$ cat src/rtl/key_loader_pkg.sv
// Shared types and sizing helpers for the key stream loader.
package key_loader_pkg;

    localparam int unsigned CHECKSUM_W = 8;

    typedef enum logic [2:0] {
        IDLE,
        LOAD,
        CHK,
        ACTIVE,
        ERROR,
        LOCKOUT
    } state_e;

    function automatic int unsigned nchunk(input int unsigned key_w, input int unsigned chunk_w);
        return key_w / chunk_w;
    endfunction

endpackage

$ cat src/rtl/key_stream_loader_if.sv
// Valid/ready chunk stream carrying key chunks and the trailing checksum chunk.
interface key_stream_loader_if
    import key_loader_pkg::*;
#(
    parameter int unsigned CHUNK_W = CHECKSUM_W
);
    logic               in_valid;
    logic [CHUNK_W-1:0] in_data;
    logic               in_ready;

    modport master (output in_valid, output in_data, input in_ready);
    modport slave  (input in_valid, input in_data, output in_ready);
endinterface

$ cat src/rtl/key_chunk_shifter.sv
// MSB-first chunk shift register with running XOR checksum and chunk counter.
module key_chunk_shifter
    import key_loader_pkg::*;
#(
    parameter int unsigned KEY_W   = 16,
    parameter int unsigned CHUNK_W = CHECKSUM_W
) (
    input  logic               clk,
    input  logic               rst_n,
    input  logic               clr,
    input  logic               shift_en,
    input  logic [CHUNK_W-1:0] din,
    output logic [KEY_W-1:0]   key,
    output logic [CHUNK_W-1:0] acc,
    output logic               done_c
);
    localparam int unsigned NCHUNK = nchunk(KEY_W, CHUNK_W);
    localparam int unsigned CNT_W  = $clog2(NCHUNK + 1);

    logic [CNT_W-1:0] cnt;

    always_ff @(posedge clk) begin
        if (!rst_n || clr) begin
            key <= '0;
            acc <= '0;
            cnt <= '0;
        end else if (shift_en) begin
            key <= (key << CHUNK_W) | KEY_W'(din);
            acc <= acc ^ din;
            cnt <= cnt + CNT_W'(1);
        end
    end

    // High while the next accepted chunk is the last key chunk.
    assign done_c = (cnt == CNT_W'(NCHUNK - 1));

endmodule

$ cat src/rtl/key_stream_loader.sv
// Key delivery front end: assembles streamed key chunks, verifies the XOR checksum,
// and exposes the key only once verified. Define KEY_LOCKOUT_EN for failed-load lockout.
module key_stream_loader
    import key_loader_pkg::*;
#(
    parameter int unsigned KEY_W    = 16,
    parameter int unsigned CHUNK_W  = CHECKSUM_W,
    parameter int unsigned MAX_FAIL = 3
) (
    input  logic                      clk,
    input  logic                      rst_n,
    input  logic                      load_start,
    key_stream_loader_if.slave        stream,
    output logic [KEY_W-1:0]          key_out,
    output logic                      key_valid,
    output logic                      load_err,
    output logic                      busy
);
    if ((KEY_W % CHUNK_W) != 0 || KEY_W < CHUNK_W || MAX_FAIL == 0) begin : g_cfg_err
        $error("key_stream_loader: KEY_W must be a multiple of CHUNK_W and MAX_FAIL nonzero");
    end

    state_e             state;
    logic               in_ready_q;
    logic [KEY_W-1:0]   sh_key;
    logic [CHUNK_W-1:0] sh_acc;
    logic               sh_done_c;
    logic               accept_c;
    logic               restart_c;
    logic               shift_c;

`ifdef KEY_LOCKOUT_EN
    localparam int unsigned FAIL_W = $clog2(MAX_FAIL + 1);
    logic [FAIL_W-1:0] fail_cnt;
    logic              lock_c;

    // This failure is the one that exhausts the allowance.
    assign lock_c    = (fail_cnt == FAIL_W'(MAX_FAIL - 1));
    assign restart_c = load_start && (state != LOCKOUT);
`else
    assign restart_c = load_start;
`endif

    assign stream.in_ready = in_ready_q;
    assign accept_c        = stream.in_valid && in_ready_q;
    assign shift_c         = accept_c && !restart_c && (state == LOAD);

    key_chunk_shifter #(
        .KEY_W   (KEY_W),
        .CHUNK_W (CHUNK_W)
    ) u_shifter (
        .clk      (clk),
        .rst_n    (rst_n),
        .clr      (restart_c),
        .shift_en (shift_c),
        .din      (stream.in_data),
        .key      (sh_key),
        .acc      (sh_acc),
        .done_c   (sh_done_c)
    );

    // Control FSM; a restart overrides any handshake in the same cycle.
    always_ff @(posedge clk) begin
        if (!rst_n) begin
            state      <= IDLE;
            key_out    <= '0;
            key_valid  <= 1'b0;
            load_err   <= 1'b0;
            in_ready_q <= 1'b0;
            busy       <= 1'b0;
`ifdef KEY_LOCKOUT_EN
            fail_cnt   <= '0;
`endif
        end else if (restart_c) begin
            state      <= LOAD;
            key_out    <= '0;
            key_valid  <= 1'b0;
            load_err   <= 1'b0;
            in_ready_q <= 1'b1;
            busy       <= 1'b1;
        end else begin
            case (state)
                LOAD: begin
                    if (accept_c && sh_done_c) begin
                        state <= CHK;
                    end
                end
                CHK: begin
                    if (accept_c) begin
                        in_ready_q <= 1'b0;
                        busy       <= 1'b0;
                        if (stream.in_data == sh_acc) begin
                            state     <= ACTIVE;
                            key_out   <= sh_key;
                            key_valid <= 1'b1;
`ifdef KEY_LOCKOUT_EN
                            fail_cnt  <= '0;
`endif
                        end else begin
                            load_err <= 1'b1;
`ifdef KEY_LOCKOUT_EN
                            fail_cnt <= fail_cnt + FAIL_W'(1);
                            state    <= lock_c ? LOCKOUT : ERROR;
`else
                            state    <= ERROR;
`endif
                        end
                    end
                end
                default: begin
                end
            endcase
        end
    end

endmodule

$ cat src/flat_wrapper.sv
// flat-port wrapper written by rule: the top's interface ports become plain ports
module key_stream_loader_flat import key_loader_pkg::*;
#(
    parameter int unsigned KEY_W    = 16,
    parameter int unsigned CHUNK_W  = CHECKSUM_W,
    parameter int unsigned MAX_FAIL = 3
)
  (clk, rst_n, load_start, key_out, key_valid, load_err, busy, stream_in_valid, stream_in_data, stream_in_ready);
  key_stream_loader_if #(.CHUNK_W(CHUNK_W)) stream_i ();
  input  logic clk;
  input  logic rst_n;
  input  logic load_start;
  output logic [KEY_W-1:0] key_out;
  output logic key_valid;
  output logic load_err;
  output logic busy;
  input wire logic [$bits(stream_i.in_valid)-1:0] stream_in_valid;
  input wire logic [$bits(stream_i.in_data)-1:0] stream_in_data;
  output wire logic [$bits(stream_i.in_ready)-1:0] stream_in_ready;
  assign stream_i.in_valid = stream_in_valid;
  assign stream_i.in_data = stream_in_data;
  assign stream_in_ready = stream_i.in_ready;
  key_stream_loader #(.KEY_W(KEY_W), .CHUNK_W(CHUNK_W), .MAX_FAIL(MAX_FAIL)) u_core (.clk(clk), .rst_n(rst_n), .load_start(load_start), .stream(stream_i), .key_out(key_out), .key_valid(key_valid), .load_err(load_err), .busy(busy));
endmodule
$ cat config.mk
export PLATFORM = sky130hd
export DESIGN_NAME = key_stream_loader_flat
export DESIGN_NICKNAME = d
export VERILOG_FILES = /design/src/rtl/key_loader_pkg.sv /design/src/rtl/key_stream_loader_if.sv /design/src/rtl/key_chunk_shifter.sv /design/src/rtl/key_stream_loader.sv /design/src/flat_wrapper.sv
export SDC_FILE = /design/constraint.sdc
export NUM_CORES = 1
export LEC_CHECK = 0
export ABC_AREA = 0
export BUFFER_PORTS_ARGS = -buffer_cell sky130_fd_sc_hd__clkbuf_2
export CAP_MARGIN = 5
export CORE_MARGIN = 2
export CORE_UTILIZATION = 51
export DETAILED_ROUTE_END_ITERATION = 10
export HOLD_SLACK_MARGIN = 0.05
export PLACE_DENSITY = 0.73
export SYNTH_ARGS = -nofsm -noshare
export SYNTH_HDL_FRONTEND = slang
export SYNTH_HIERARCHICAL = 1
export SYNTH_SLANG_ARGS = --single-unit
$ cat constraint.sdc
create_clock -name clk -period 4.7 [get_ports clk]
set_clock_uncertainty 0.05 [all_clocks]
set_input_delay 0.235 -clock clk [delete_from_list [all_inputs] [get_ports clk]]
set_output_delay 0.235 -clock clk [all_outputs]
set_load 0.03 [all_outputs]
---- Yosys cells after proc, flatten, opt, wreduce, memory -nomap -nowiden ----
Index checks and enable logic that the tools add are counted.
storage, ports and cells
  register bits ........................... 48
  input bits .............................. 12
  output and inout port bits .............. 20
  logic and storage cells ................. 47
cells by class
  add/subtract/negate cells ............... 1
  equality and inequality tests ........... 8
  mux-type cells .......................... 8
  bitwise gates (word level) .............. 4
  reduce and logical (&&, ||, !) cells .... 17
operators with widths
  kind                                                   number
  OR 16 x 8 -> 16 bit                                    1
  AND reduction 3 bit                                    4
  two-way mux 3 bit                                      3
  == test 8 bit                                          1
  bitwise XOR 8 bit                                      1
  one-hot mux 3 bit (2 select lines)                     1
  nonzero test 2 bit                                     3
  logical AND 1 bit                                      4
  two-way mux 1 bit                                      4
  == test 3 x 1 -> 1 bit, second input constant          1
  == test 3 x 2 -> 1 bit, second input constant          1
  inequality test 3 x 2 -> 1 bit, second input constant  1
  inequality test 3 bit, second input constant           1
  nonzero test 3 bit                                     1
  adder 2 x 1 -> 2 bit, second input constant            1
  == test 2 x 1 -> 1 bit, second input constant          1
  logical NOT 1 bit                                      2
  inequality test 2 x 1 -> 1 bit, second input constant  1
  inequality test 2 bit, second input constant           1
  NOT 1 bit                                              2
  AND reduction 2 bit                                    1
  OR reduction 2 bit                                     1
  logical OR 1 bit                                       1

---- Longest topological paths before layout ----
Gate-level depths: netlist of the first run.
  depth in word-level cells ............... 5
  gate-level depth with buffers ........... 6
  depth with buffers taken out ............ 4

---- Modules after synthesis ----
The synthesis of the first run kept the hierarchy.
modules (own cells, without submodules)
  module             times used  cells each  area each (um^2)  sequential area each (um^2)
  key_chunk_shifter  1           96          1062.3            520.5
  key_stream_loader  1           107         1013.5            440.4

---- Worst setup path after synthesis of the first run ----
OpenSTA, ideal clock, no wires.
  path kind ............................... register to register
  from .................................... register u_core.in_ready_q (netlist: u_core/stream.in_ready)
  to ...................................... register u_core.u_shifter.key[0]
  setup time .............................. 0.114 ns
  arrival ................................. 1.613 ns
  required time ........................... 4.536 ns
  slack ................................... 2.923 ns
  stages on the path, launching flop included .. 7
  path buffers ............................ 2
  clock period less this slack ............ 1.777 ns
  cell sequence ........................... dfxtp_1 and3b_2 nor4b_1 buf_6 buf_8 mux2i_1 nor2_1
on the way
  longest elaborated chain between the ends .. 3
ends and longest elaborated chain
  what                             line                     source
  start, declared                  key_stream_loader.sv:24  logic in_ready_q;
  start signal, assigned           key_stream_loader.sv:69  in_ready_q <= 1'b0;
  start signal, assigned           key_stream_loader.sv:79  in_ready_q <= 1'b1;
  start signal, assigned           key_stream_loader.sv:90  in_ready_q <= 1'b0;
  logical AND 1 bit                key_stream_loader.sv:45  assign accept_c = stream.in_valid && in_ready_q;
  logical AND 1 bit (2 in series)  key_stream_loader.sv:46  assign shift_c = accept_c && !restart_c && (state == LOAD);
  named net u_core.shift_c         key_stream_loader.sv:30  logic shift_c;
  end signal, assigned             key_chunk_shifter.sv:28  key <= (key << CHUNK_W) | KEY_W'(din);
  end, declared                    key_chunk_shifter.sv:13  output logic [KEY_W-1:0] key,
The timed path passes the listed nets, and every way through them passes these cells.
A chain may end at the register's enable or synchronous reset.

---- Final worst setup path of the first run ----
  from .................................... register u_core.in_ready_q (netlist: u_core/stream.in_ready)
  to ...................................... register u_core.key_out[9]
on the way
  longest elaborated chain between the ends .. 2
ends and longest elaborated chain
  what                                  line                     source
  logical AND 1 bit                     key_stream_loader.sv:45
  AND reduction 3 bit (no source line)  n/a
  end signal, assigned                  key_stream_loader.sv:94  key_out <= sh_key;
  end, declared                         key_stream_loader.sv:14  output logic [KEY_W-1:0] key_out,
No other way between the ends.

==> run_results.csv, run 1 <==
group,metric,value,unit
clock_network,cts_sinks,48,
worst_hold_path,min_path_type,"in -> reg",
timing,finalSetupTns,0,ns
logic_synthesis,synth-seq-cells,48,
route,drc,0,
route,wire_per_inst,12.43,µm
grt,antenna_found_initial,0,
die,ioPinCount,32,
route,vias,1422,
die,die_h,67.80,µm
power,power.density,319.5,mW/mm²
clock_network,cts.repair.resized,0,
place,io_buffers,31,
timing,setup-violations-final,0,
route,postRouteAntennaNets,0,
critical_path,crit_fanout,18,
layout,drive_gt1_share,24.78,%
layout,n_antenna_cell,0,
grt,grt_pass1_vias,1270,
logic_synthesis,yosys_warnings,6,
logic_synthesis,ys_async_sr_fraction,0,%
layout,fillCellCount,346,
place,gp_congestion,0.8105,
timing,hold_violations,0,
die,die_w,67.80,µm
logic_synthesis,synth_seq_area_share,46.29,%
layout,nets,242,
timing,slew_headroom,19.49,%
die,coreArea,0.003971,mm²
critical_path,path_buf_inv,0,
layout,fin_area,0.002292,mm²
layout,area_growth,10.43,%
place,place_hpwl,2430,µm
die,dieArea,0.004596,mm²
logic_synthesis,synth-edff-count,0,
critical_path,crit_family,"simple AND/OR/NAND/NOR gates",
timing,grt_setup_unrepaired,"false",
route,drt-total-wl,3480,µm
die,rows,23,
clock_network,clk_latency,0.30,ns
logic_synthesis,synth_ff_type,"dfxtp_1",
power,p_leak,0.7968,nW
critical_path,crit_path_top_delay_cell,"nor3_4",
timing,tightest_slew,1.202,ns
timing,period_needed,2.011,ns
clock_network,root_buffer,"clkbuf_8",
critical_path,cp.arrival,2.19,ns
grt,grt.overflow.total,0,
critical_path,cp_data_required_time,4.88,ns
clock_network,tritoncts,"yes",
clock_network,hold_buffers,0,
grt,grt_pass1_wl,5796,µm
logic_synthesis,synth.avg_cell_area,10.23,µm²
place,place_area,0.002185,mm²
layout,regArea,960.9,µm²
grt,grt_max_degree,34,
route,dr.first_iter.drc_count,46,
clock_network,cts-buffers-inserted,5,
timing,fmax,497.2,MHz
power,vdd_ir_drop_max,181.1,µV
critical_path,critPathKind,"reg -> reg",
timing,slew_viol_final,0,
critical_path,max_stage_delay,0.87,ns
critical_path,cp-start-kind,"flop",
logic_synthesis,syn_area,0.002076,mm²
job,maxCapViolCount,0,
logic_synthesis,syn_nets,216,
clock_network,cts_buffer_depth,2,
grt,grt_usage,16.94,%
die,initial_core_util,52.27,%
logic_synthesis,postSynthCellCount,203,
clock_network,clk_pin_slew,0.08,ns
clock_network,htree_num_levels,2,
route,first_pass_iters,4,
route,drt-vias-per-instance,5.079,
critical_path,path_cells,"and3b_2 > nand3_2 > nor3_4 > mux2i_1",
timing,post-route-period-util,42.80,%
critical_path,cp-end-kind,"flop",
clock_network,postCtsSetupRepairBufs,0,
layout,multi_input_area,972.2,µm²
logic_synthesis,synth.distinct_cells,33,
outcome,status,"complete, no violations",
-- report_power, final --
| part | switching (mW) | internal [mW] |
|---|---|---|
| clock network | 0.129 | 0.158 |
| registers | 0.00150 | 0.408 |
| logic | 0.0236 | 0.0125 |
-- placed cells by master, fill, tap and decap left out, types with 2 or more instances in the layout --
master    instances
dfxtp_1          48
a21bo_2           5
nand4_2           2
a31oi_1           2
nand2b_1          2
inv_1             5
nor2_1           18
nand3b_1          8
clkbuf_2         31
a21bo_1           3
nand2_1          32
xnor2_1           8
a21oi_2           3
clkbuf_8          5
a21oi_1           8
mux2i_1          32
buf_4             2
-- path summary, 6_finish.rpt --
check / start / endpoint / slack (ns) / depth (start not counted)
max: u_core/stream.in_ready$_SDFFE_PN0P_ / u_core/key_out[9]$_SDFFE_PP0P_ / 2.69 / 4
min: rst_n / u_core/state[0]$_SDFFE_PN0P_ / 0.15 / 2
max reg2reg: u_core/stream.in_ready$_SDFFE_PN0P_ / u_core/key_out[9]$_SDFFE_PP0P_ / 2.69 / 4
min reg2reg: u_core/load_err$_SDFFE_PP0P_ / u_core/load_err$_SDFFE_PP0P_ / 0.40 / 2
-- state kept, by name (all words and copies together), names as in the netlist --
name	count
u_core/key_out	16
u_core/key_valid	1
u_core/u_shifter/acc	8
u_core/u_shifter/key	16
u_core/load_err	1
u_core/state	3
u_core/u_shifter/cnt	2
u_core/stream.in_ready	1
-- logic make-up after synthesis --
kind of cell,Yosys count,share of synthesized area [%]
muxes,32,15.43
DFF,48,46.29
xor gates and xnor gates,9,4.159
adders and majority gates,1,0.6027
AOI/OAI and AO/OA,25,9.344
buffers and inverters,19,7.594
and+or+nand+nor,69,16.58
-- stage by stage --
step	worst slack (ns)	hold WS, ns	power (mW)	cells	utilization (%)
floorplan	2.923	0.3129	0.4458	203	-
global placement	2.671	0.3789	0.4558	272	55.01
detailed placement	2.651	0.3908	0.4558	272	55.01
CTS	2.646	0.1386	0.7432	280	57.72
global route	2.515	0.1466	0.7637	280	57.72
finish	2.689	0.1465	0.7323	280	57.72
-- layer usage --
| metal | up-vias | GRT usage (%) | part of all wire, % |
|---|---|---|---|
| met5 | - | 0 | 0 |
| met4 | 0 | 6.750 | 1.6 |
| met3 | 9 | 4.333 | 4.5 |
| met2 | 29 | 26.59 | 45 |
| met1 | 654 | 22.27 | 49 |
| li1 | 730 | - | - |
-- cells in the mapped netlist, types with 2 or more instances --
cell       n  share of area (%)
nand2_1   32                5.8
a21oi_2    3                1.3
a21oi_1    8                1.9
a31oi_1    2               0.60
nor2_1    18                3.3
buf_6      3                1.6
xnor2_1    8                3.4
dfxtp_1   48                 46
clkbuf_1   3               0.54
inv_1      5               0.90
nand2b_1   2               0.60
nand3b_1   8                2.9
a21bo_2    5                2.4
mux2i_1   32                 15
buf_12     2                1.9
nand4_2    2                1.2
buf_2      2               0.48
a21bo_1    3                1.4
buf_4      2               0.72
nor2b_1    2               0.60
-- area by class of cell --
class                   instances  area share, %
inverters                       5         0.8188
well taps                      50          2.729
multi-input cells             136          42.41
repair buffers                 33          7.424
clock inverters                 2          1.528
flip-flops and latches         48          41.92
clock buffers                   6          3.166
Power figures use the tool's default switching activity.
==> inputs of run 2 (changes only) <==
- ABC_AREA: 0 -> 1
- PLACE_DENSITY: 0.73 -> 0.75
- clock period: 4.7 -> 1.64 ns (I/O delays scaled with it)
==> run_results.csv, run 2 <==
group,metric,value,unit
place,place_hpwl,2876,µm
critical_path,cp_data_required_time,1.79,ns
worst_hold_path,min_path_type,"in -> reg",
logic_synthesis,synth_compound_area_share,9.503,%
timing,setup-violations-final,0,
logic_synthesis,syn_area,0.002317,mm²
die,rows,24,
logic_synthesis,synth.distinct_cells,21,
logic_synthesis,ys_async_sr_fraction,0,%
grt,grt.busiest_layer,"met2",
clock_network,cts_sinks,48,
die,die_w,71.41,µm
clock_network,htree_num_levels,2,
grt,grt_usage,17.07,%
place,gp_congestion,0.7838,
worst_hold_path,min_path_cells,3,
grt,grt_max_degree,26,
logic_synthesis,synth_xor_area_share,1.134,%
timing,hold_violations,0,
clock_network,root_buffer,"clkbuf_8",
grt,met3_usage,4.360,%
logic_synthesis,synth_seq_area_share,41.47,%
layout,final_common_cell,"nand2_1",
route,dr.first_iter.drc_count,83,
power,power.density,744.6,mW/mm²
logic_synthesis,postSynthCellCount,330,
layout,nets,392,
route,vias,2010,
job,maxCapViolCount,0,
timing,tightest_slew,0.3038,ns
logic_synthesis,yosysMostFrequentCell,"nand2_1",
layout,final_cell_mix,"nand2_1, inv_1, dfxtp_1",
die,die_h,71.41,µm
worst_hold_path,hold-path-endpoint,"u_core/state[0]$_SDFFE_PN0P_",
logic_synthesis,synth-simple-area-share,31.37,%
critical_path,crit_fanout,7,
logic_synthesis,synth_top_family_by_area,"simple AND/OR/NAND/NOR gates",
layout,fillCellCount,430,
grt,grt_pass1_wl,7079,µm
route,wire_per_inst,9.734,µm
power,p_leak,1.085,nW
clock_network,clk_latency,0.30,ns
layout,top_regs,"u_core/key_out x16, u_core/u_shifter/key x16, u_core/u_shifter/acc x8",
die,ioPinCount,32,
clock_network,cts-buffers-inserted,5,
die,dieArea,0.005099,mm²
critical_path,cp-start-kind,"primary input",
die,coreArea,0.004354,mm²
critical_path,cp.arrival,1.71,ns
logic_synthesis,synth.area.top_cells,"dfxtp_1, nand2_1, inv_1, a21oi_2, nor2_1",
critical_path,critPathKind,"in -> reg",
timing,slew_headroom,79.70,%
logic_synthesis,yosys_warnings,6,
logic_synthesis,synthMuxAreaShare,0,%
critical_path,reg2reg_slack,0.17,ns
route,drt-vias-per-instance,4.653,
logic_synthesis,syn_nets,343,
layout,n_antenna_cell,0,
route,drc,0,
die,initial_core_util,53.22,%
logic_synthesis,synth-seq-cells,48,
place,dp_slack,0.1174,ns
logic_synthesis,yosys.area.top_type,"dfxtp_1",
logic_synthesis,synth_ff_type,"dfxtp_1",
clock_network,cts_buffer_depth,2,
timing,hold-worst-slack,0.07164,ns
clock_network,tritoncts,"yes",
critical_path,r2r-start,"u_core/u_shifter/acc[2]$_SDFFE_PP0P_",
route,drt-total-wl,4205,µm
clock_network,clk_pin_slew,0.08,ns
logic_synthesis,synth_adder_area_share,0.5400,%
timing,fin_ws,0.08409,ns
place,io_buffers,31,
grt,grt.overflow.total,0,
critical_path,cp-end-kind,"flop",
route,postRouteAntennaNets,0,
layout,area_growth,19.06,%
route,first_pass_iters,4,
logic_synthesis,synth.avg_cell_area,7.022,µm²
timing,post-route-period-util,94.87,%
logic_synthesis,yosysTopAreaCellShare,41.47,%
logic_synthesis,synth-edff-count,0,
grt,met1_usage,21.01,%
power,vdd_ir_drop_max,579.2,µV
grt,grt_util_met2,29.01,%
grt,antenna_found_initial,0,
outcome,status,"complete, no violations",
timing,slew_viol_final,0,
place,dp.cells,407,
critical_path,reg2reg_to,"u_core/key_out[7]$_SDFFE_PP0P_",
timing,period_needed,1.556,ns
logic_synthesis,netlist_top_cells_count,"nand2_1, inv_1, dfxtp_1",
grt,grt_pass1_vias,1731,
critical_path,worst_r2r_path_depth,7,
layout,stdcell_count,432,
timing,grt_setup_unrepaired,"true",
worst_hold_path,hp-start,"rst_n",
timing,fmax,642.7,MHz
layout,drive_gt1_share,20.53,%
run 2: cell types whose count changed after synthesis, moves of 7 or more:
| cell | delta |
|---|---|
| a21oi_1 | +7 |
| a21oi_2 | +13 |
| inv_1 | +61 |
| mux2i_1 | -32 |
| nand2_1 | +69 |
| nand3_1 | +10 |
| nand3b_1 | -8 |
| nand4_1 | +16 |
| nor2_1 | +12 |
run 2: layout make-up:
| type | count | area [µm²] | area share [%] |
|---|---|---|---|
| clock buffer | 8 | 90.09 | 3.265 |
| inverter | 69 | 264.0 | 9.569 |
| multi-input combinational | 202 | 1021 | 37.01 |
| sequential | 48 | 960.9 | 34.83 |
| tap | 52 | 65.06 | 2.358 |
| timing repair buffer | 53 | 357.8 | 12.97 |
run 2: cells by family (layout without fill, tap and decap cells):
kind of cell	count (synthesis)	in the layout
and+or+nand+nor	165	166
buffers and inverters	81	130
DFF	48	48
AOI/OAI and AO/OA	32	32
xor gates and xnor gates	3	3
adders and majority gates	1	1
run 2: stage by stage:
stage / TNS, ns / power, mW / cell area [µm²] / utilization (%)
2_1_floorplan: 0 / 1.296 / 2317 / -
3_3_place_gp: 0 / 1.333 / 2481 / 56.98
3_5_place_dp: 0 / 1.335 / 2481 / 56.98
4_1_cts: 0 / 2.076 / 2691 / 61.81
5_1_grt: -0.02623 / 2.132 / 2759 / 63.36
6_report: 0 / 2.054 / 2759 / 63.36
run 2: how the worst max path moves through the flow:
stage,end,from,slack [ns],cells past startpoint
after floorplan,u_core/u_shifter/key[10]$_SDFFE_PP0P_,u_core/stream.in_ready$_SDFFE_PN0P_,0.09,7
after global placement,u_core/key_out[9]$_SDFFE_PP0P_,u_core/u_shifter/acc[1]$_SDFFE_PP0P_,0.19,8
after detailed placement,u_core/key_out[11]$_SDFFE_PP0P_,u_core/u_shifter/acc[5]$_SDFFE_PP0P_,0.12,8
after CTS,u_core/key_out[11]$_SDFFE_PP0P_,stream_in_data[4],0.009,11
after global routing,u_core/key_out[14]$_SDFFE_PP0P_,stream_in_data[4],-0.007,11
final,u_core/key_out[7]$_SDFFE_PP0P_,stream_in_data[3],0.08,9
run 2: routing by layer:
| layer | part of all wire (%) | wire (µm) | up-vias |
|---|---|---|---|
| li1 | - | - | 1095 |
| met1 | 50 | 2115 | 874 |
| met2 | 45 | 1872 | 35 |
| met3 | 4.0 | 169 | 6 |
| met4 | 1.1 | 48 | 0 |
| met5 | 0 | 0 | - |
run 2: worst max-delay path, cell delays in order:
cell	delay [ns]
dlygate4sd3_1	0.53
clkbuf_2	0.14
xnor2_1	0.18
nand2_2	0.08
nor2_4	0.27
buf_4	0.18
nand4_1	0.10
nand2_1	0.10
nor2_1	0.04
run 2: repair_timing:
item                                    4_1_cts  5_1_grt
setup buffers                                 0        4
resized for setup                             0        7
hold buffers                                 12        0
endpoints found under the setup margin        0       18
hold endpoints to repair                     15        0
run 2: report_power, final:
group	internal, mW	switching [mW]
Combinational	0.0662	0.0971
Clock	0.344	0.372
Sequential	1.17	0.00517
==> inputs of run 3 (changes only) <==
- CORE_UTILIZATION: 51 -> 50
- GPL_TIMING_DRIVEN: not set -> 0
- SYNTH_HIERARCHICAL: 1 -> not set
==> run_results.csv, run 3 <==
group,metric,value,unit
timing,period_needed,1.556,ns
route,dr.first_iter.drc_count,95,
critical_path,reg2reg_slack,0.16,ns
timing,slew_headroom,73.48,%
layout,postLayoutCoreUtil,65.57,%
die,initial_core_util,53.48,%
grt,met3_usage,3.667,%
grt,grt_usage,18.72,%
layout,drive_gt1_share,18.43,%
place,gp_congestion,0.7867,
timing,setup-violations-final,0,
grt,grt_util_met2,30.57,%
layout,n_antenna_cell,0,
critical_path,cp-end-kind,"flop",
clock_network,clk_latency,0.30,ns
power,swShare,22.46,%
logic_synthesis,synth_seq_area_share,48.00,%
logic_synthesis,synth_ff_type,"dfxtp_1",
worst_hold_path,hold-path-endpoint,"u_core.state[2]$_SDFFE_PP0P_",
logic_synthesis,postSynthCellCount,282,
layout,top_regs,"u_core.key_out x16, u_core.u_shifter.key x16, u_core.u_shifter.acc x8",
grt,antenna_found_initial,0,
place,io_buffers,31,
grt,grt_pass1_wl,6299,µm
layout,stdcell_count,379,
logic_synthesis,synth.avg_cell_area,7.099,µm²
clock_network,cts-buffers-inserted,5,
grt,grt.busiest_layer,"met2",
worst_hold_path,min_path_type,"in -> reg",
logic_synthesis,yosysTopAreaCellShare,48.00,%
clock_network,cts_sinks,48,
logic_synthesis,syn_area,0.002002,mm²
critical_path,r2r-start,"u_core.state[1]$_SDFFE_PP0P_",
route,wire_per_inst,10.44,µm
grt,met1_usage,23.62,%
power,pwr-share-seq,54.4,%
outcome,status,"complete, no violations",
die,rows,22,
route,drc,0,
logic_synthesis,yosys_warnings,0,
logic_synthesis,synth.distinct_cells,21,
critical_path,cp_data_required_time,1.79,ns
die,die_h,67.28,µm
critical_path,critPathKind,"in -> reg",
logic_synthesis,yosysMostFrequentCell,"nand2_1",
timing,grt_setup_unrepaired,"true",
critical_path,crit_fanout,10,
clock_network,root_buffer,"clkbuf_8",
worst_hold_path,min_path_cells,5,
timing,fmax,642.6,MHz
logic_synthesis,netlist_top_cells_count,"nand2_1, nor2_1, dfxtp_1",
power,vdd_ir_drop_max,736.1,µV
timing,tightest_slew,0.3963,ns
logic_synthesis,yosys.area.top_type,"dfxtp_1",
grt,grt.overflow.total,0,
layout,nets,343,
place,dp.cells,361,
clock_network,postCtsSetupRepairBufs,0,
route,drt-vias-per-instance,4.623,
layout,area_growth,22.62,%
logic_synthesis,ys_async_sr_fraction,0,%
layout,fillCellCount,346,
critical_path,cp.arrival,1.71,ns
layout,final_cell_mix,"nand2_1, nor2_1, dfxtp_1",
grt,grt_max_degree,16,
route,first_pass_iters,4,
route,drt-total-wl,3955,µm
logic_synthesis,synth.area.top_cells,"dfxtp_1, nand2_1, nor2_1, inv_1, a21oi_1",
power,p_leak,1.267,nW
logic_synthesis,syn_nets,295,
grt,grt_pass1_vias,1456,
power,p_sw,0.4865,mW
worst_hold_path,hp-start,"stream_in_valid",
clock_network,tritoncts,"yes",
timing,finalSetupTns,0,ns
power,power.density,882.3,mW/mm²
critical_path,worst_r2r_path_depth,6,
timing,slew_viol_final,0,
die,die_w,67.28,µm
logic_synthesis,synth-edff-count,0,
route,postRouteAntennaNets,0,
critical_path,cp-start-kind,"primary input",
critical_path,reg2reg_to,"u_core.u_shifter.acc[3]$_SDFFE_PP0P_",
clock_network,cts_buffer_depth,2,
power,combPwrFrac,6.3,%
die,coreArea,0.003744,mm²
power,clkPwrFrac,39.3,%
die,ioPinCount,32,
clock_network,htree_num_levels,2,
layout,final_common_cell,"nand2_1",
logic_synthesis,synth-seq-cells,48,
power,internal-power,1.679,mW
timing,post-route-period-util,94.89,%
die,dieArea,0.004526,mm²
timing,hold_violations,0,
job,maxCapViolCount,0,
route,vias,1752,
clock_network,clk_pin_slew,0.09,ns
place,place_hpwl,2766,µm
==> run 3: cell count changes after synthesis, moves of 4 or more <==
cell,delta
a21oi_1,+7
nand4_1,-16
a21oi_2,-15
nand2_1,-32
inv_1,-25
nor2_4,-4
o21ai_0,+9
nand3_1,-7
nor2_1,+20
o21ai_1,+15
==> run 3: cell families after synthesis <==
logic type	synth area share, %
compound gates	12.19
xor+xnor	0.4376
fa+ha+maj	0.6249
buf+inv	12.44
flops	48.00
simple gates	26.31
==> run 3: metal layers <==
metal	routed length [µm]	up-vias	part of all wire, %
met2	1761	45	45
met5	0	-	0
met4	63	0	1.6
met3	208	7	5.3
met1	1921	746	49
li1	-	954	-
==> run 3: worst max-delay path, stage by stage <==
cell and delay, ns:
dlygate4sd3_1 0.53, clkbuf_2 0.11, inv_1 0.07, nand2_1 0.05
nand2_1 0.08, nand2_1 0.11, nor2_4 0.16, nand3b_4 0.14
buf_6 0.18, nor2_1 0.13, nor2_1 0.07
==> run 3: through the flow <==
stage          area, µm²  hold slack, ns  total power [mW]  setup slack, ns
5_1_grt             2455          0.2229             2.257         -0.03195
4_1_cts             2429          0.1581             2.169          0.04336
2_1_floorplan       2002          0.1606             1.281           0.1645
3_3_place_gp        2217          0.2808             1.316           0.1710
6_report            2455          0.1762             2.166          0.08381
3_5_place_dp        2217          0.2843             1.317           0.1579
==> run 3: layout make-up <==
cell class | instances | area, µm² | share of cell area [%]
sequential | 48 | 960.9 | 39.14
multi-input combinational | 179 | 809.5 | 32.98
timing repair buffer | 41 | 255.2 | 10.40
inverter | 43 | 161.4 | 6.575
buffer | 12 | 96.34 | 3.925
clock buffer | 5 | 68.82 | 2.803
tap | 48 | 60.06 | 2.446
clock inverter | 3 | 42.54 | 1.733
==> run 3: how the worst max path moves through the flow <==
stage                                             start                                    to  cells after the start
global route                          stream_in_data[7]       u_core.key_out[13]$_SDFFE_PP0P_                     12
CTS                                   stream_in_data[3]        u_core.key_out[8]$_SDFFE_PP0P_                     11
finish                                stream_in_data[6]        u_core.key_out[8]$_SDFFE_PP0P_                     11
floorplan           u_core.stream.in_ready$_SDFFE_PN0P_       u_core.key_out[10]$_SDFFE_PP0P_                      7
detailed placement         u_core.state[1]$_SDFFE_PP0P_  u_core.u_shifter.acc[3]$_SDFFE_PP0P_                      6
global placement    u_core.stream.in_ready$_SDFFE_PN0P_        u_core.key_out[8]$_SDFFE_PP0P_                      7
==> run 3: power by group through the flow <==
stage / combinational, mW / sequential [mW] / clock (mW)
after detailed placement: 0.111 / 1.21 / 0
after global routing: 0.150 / 1.18 / 0.926
after CTS: 0.129 / 1.18 / 0.860
after floorplan: 0.0722 / 1.21 / 0
after global placement: 0.110 / 1.21 / 0
final: 0.136 / 1.18 / 0.851
==> run 3: what timing repair did <==
item | CTS | global route
hold endpoints to repair | 17 | 0
setup endpoints to repair | 0 | 15
hold buffers | 10 | 0
gates resized for setup | 0 | 10
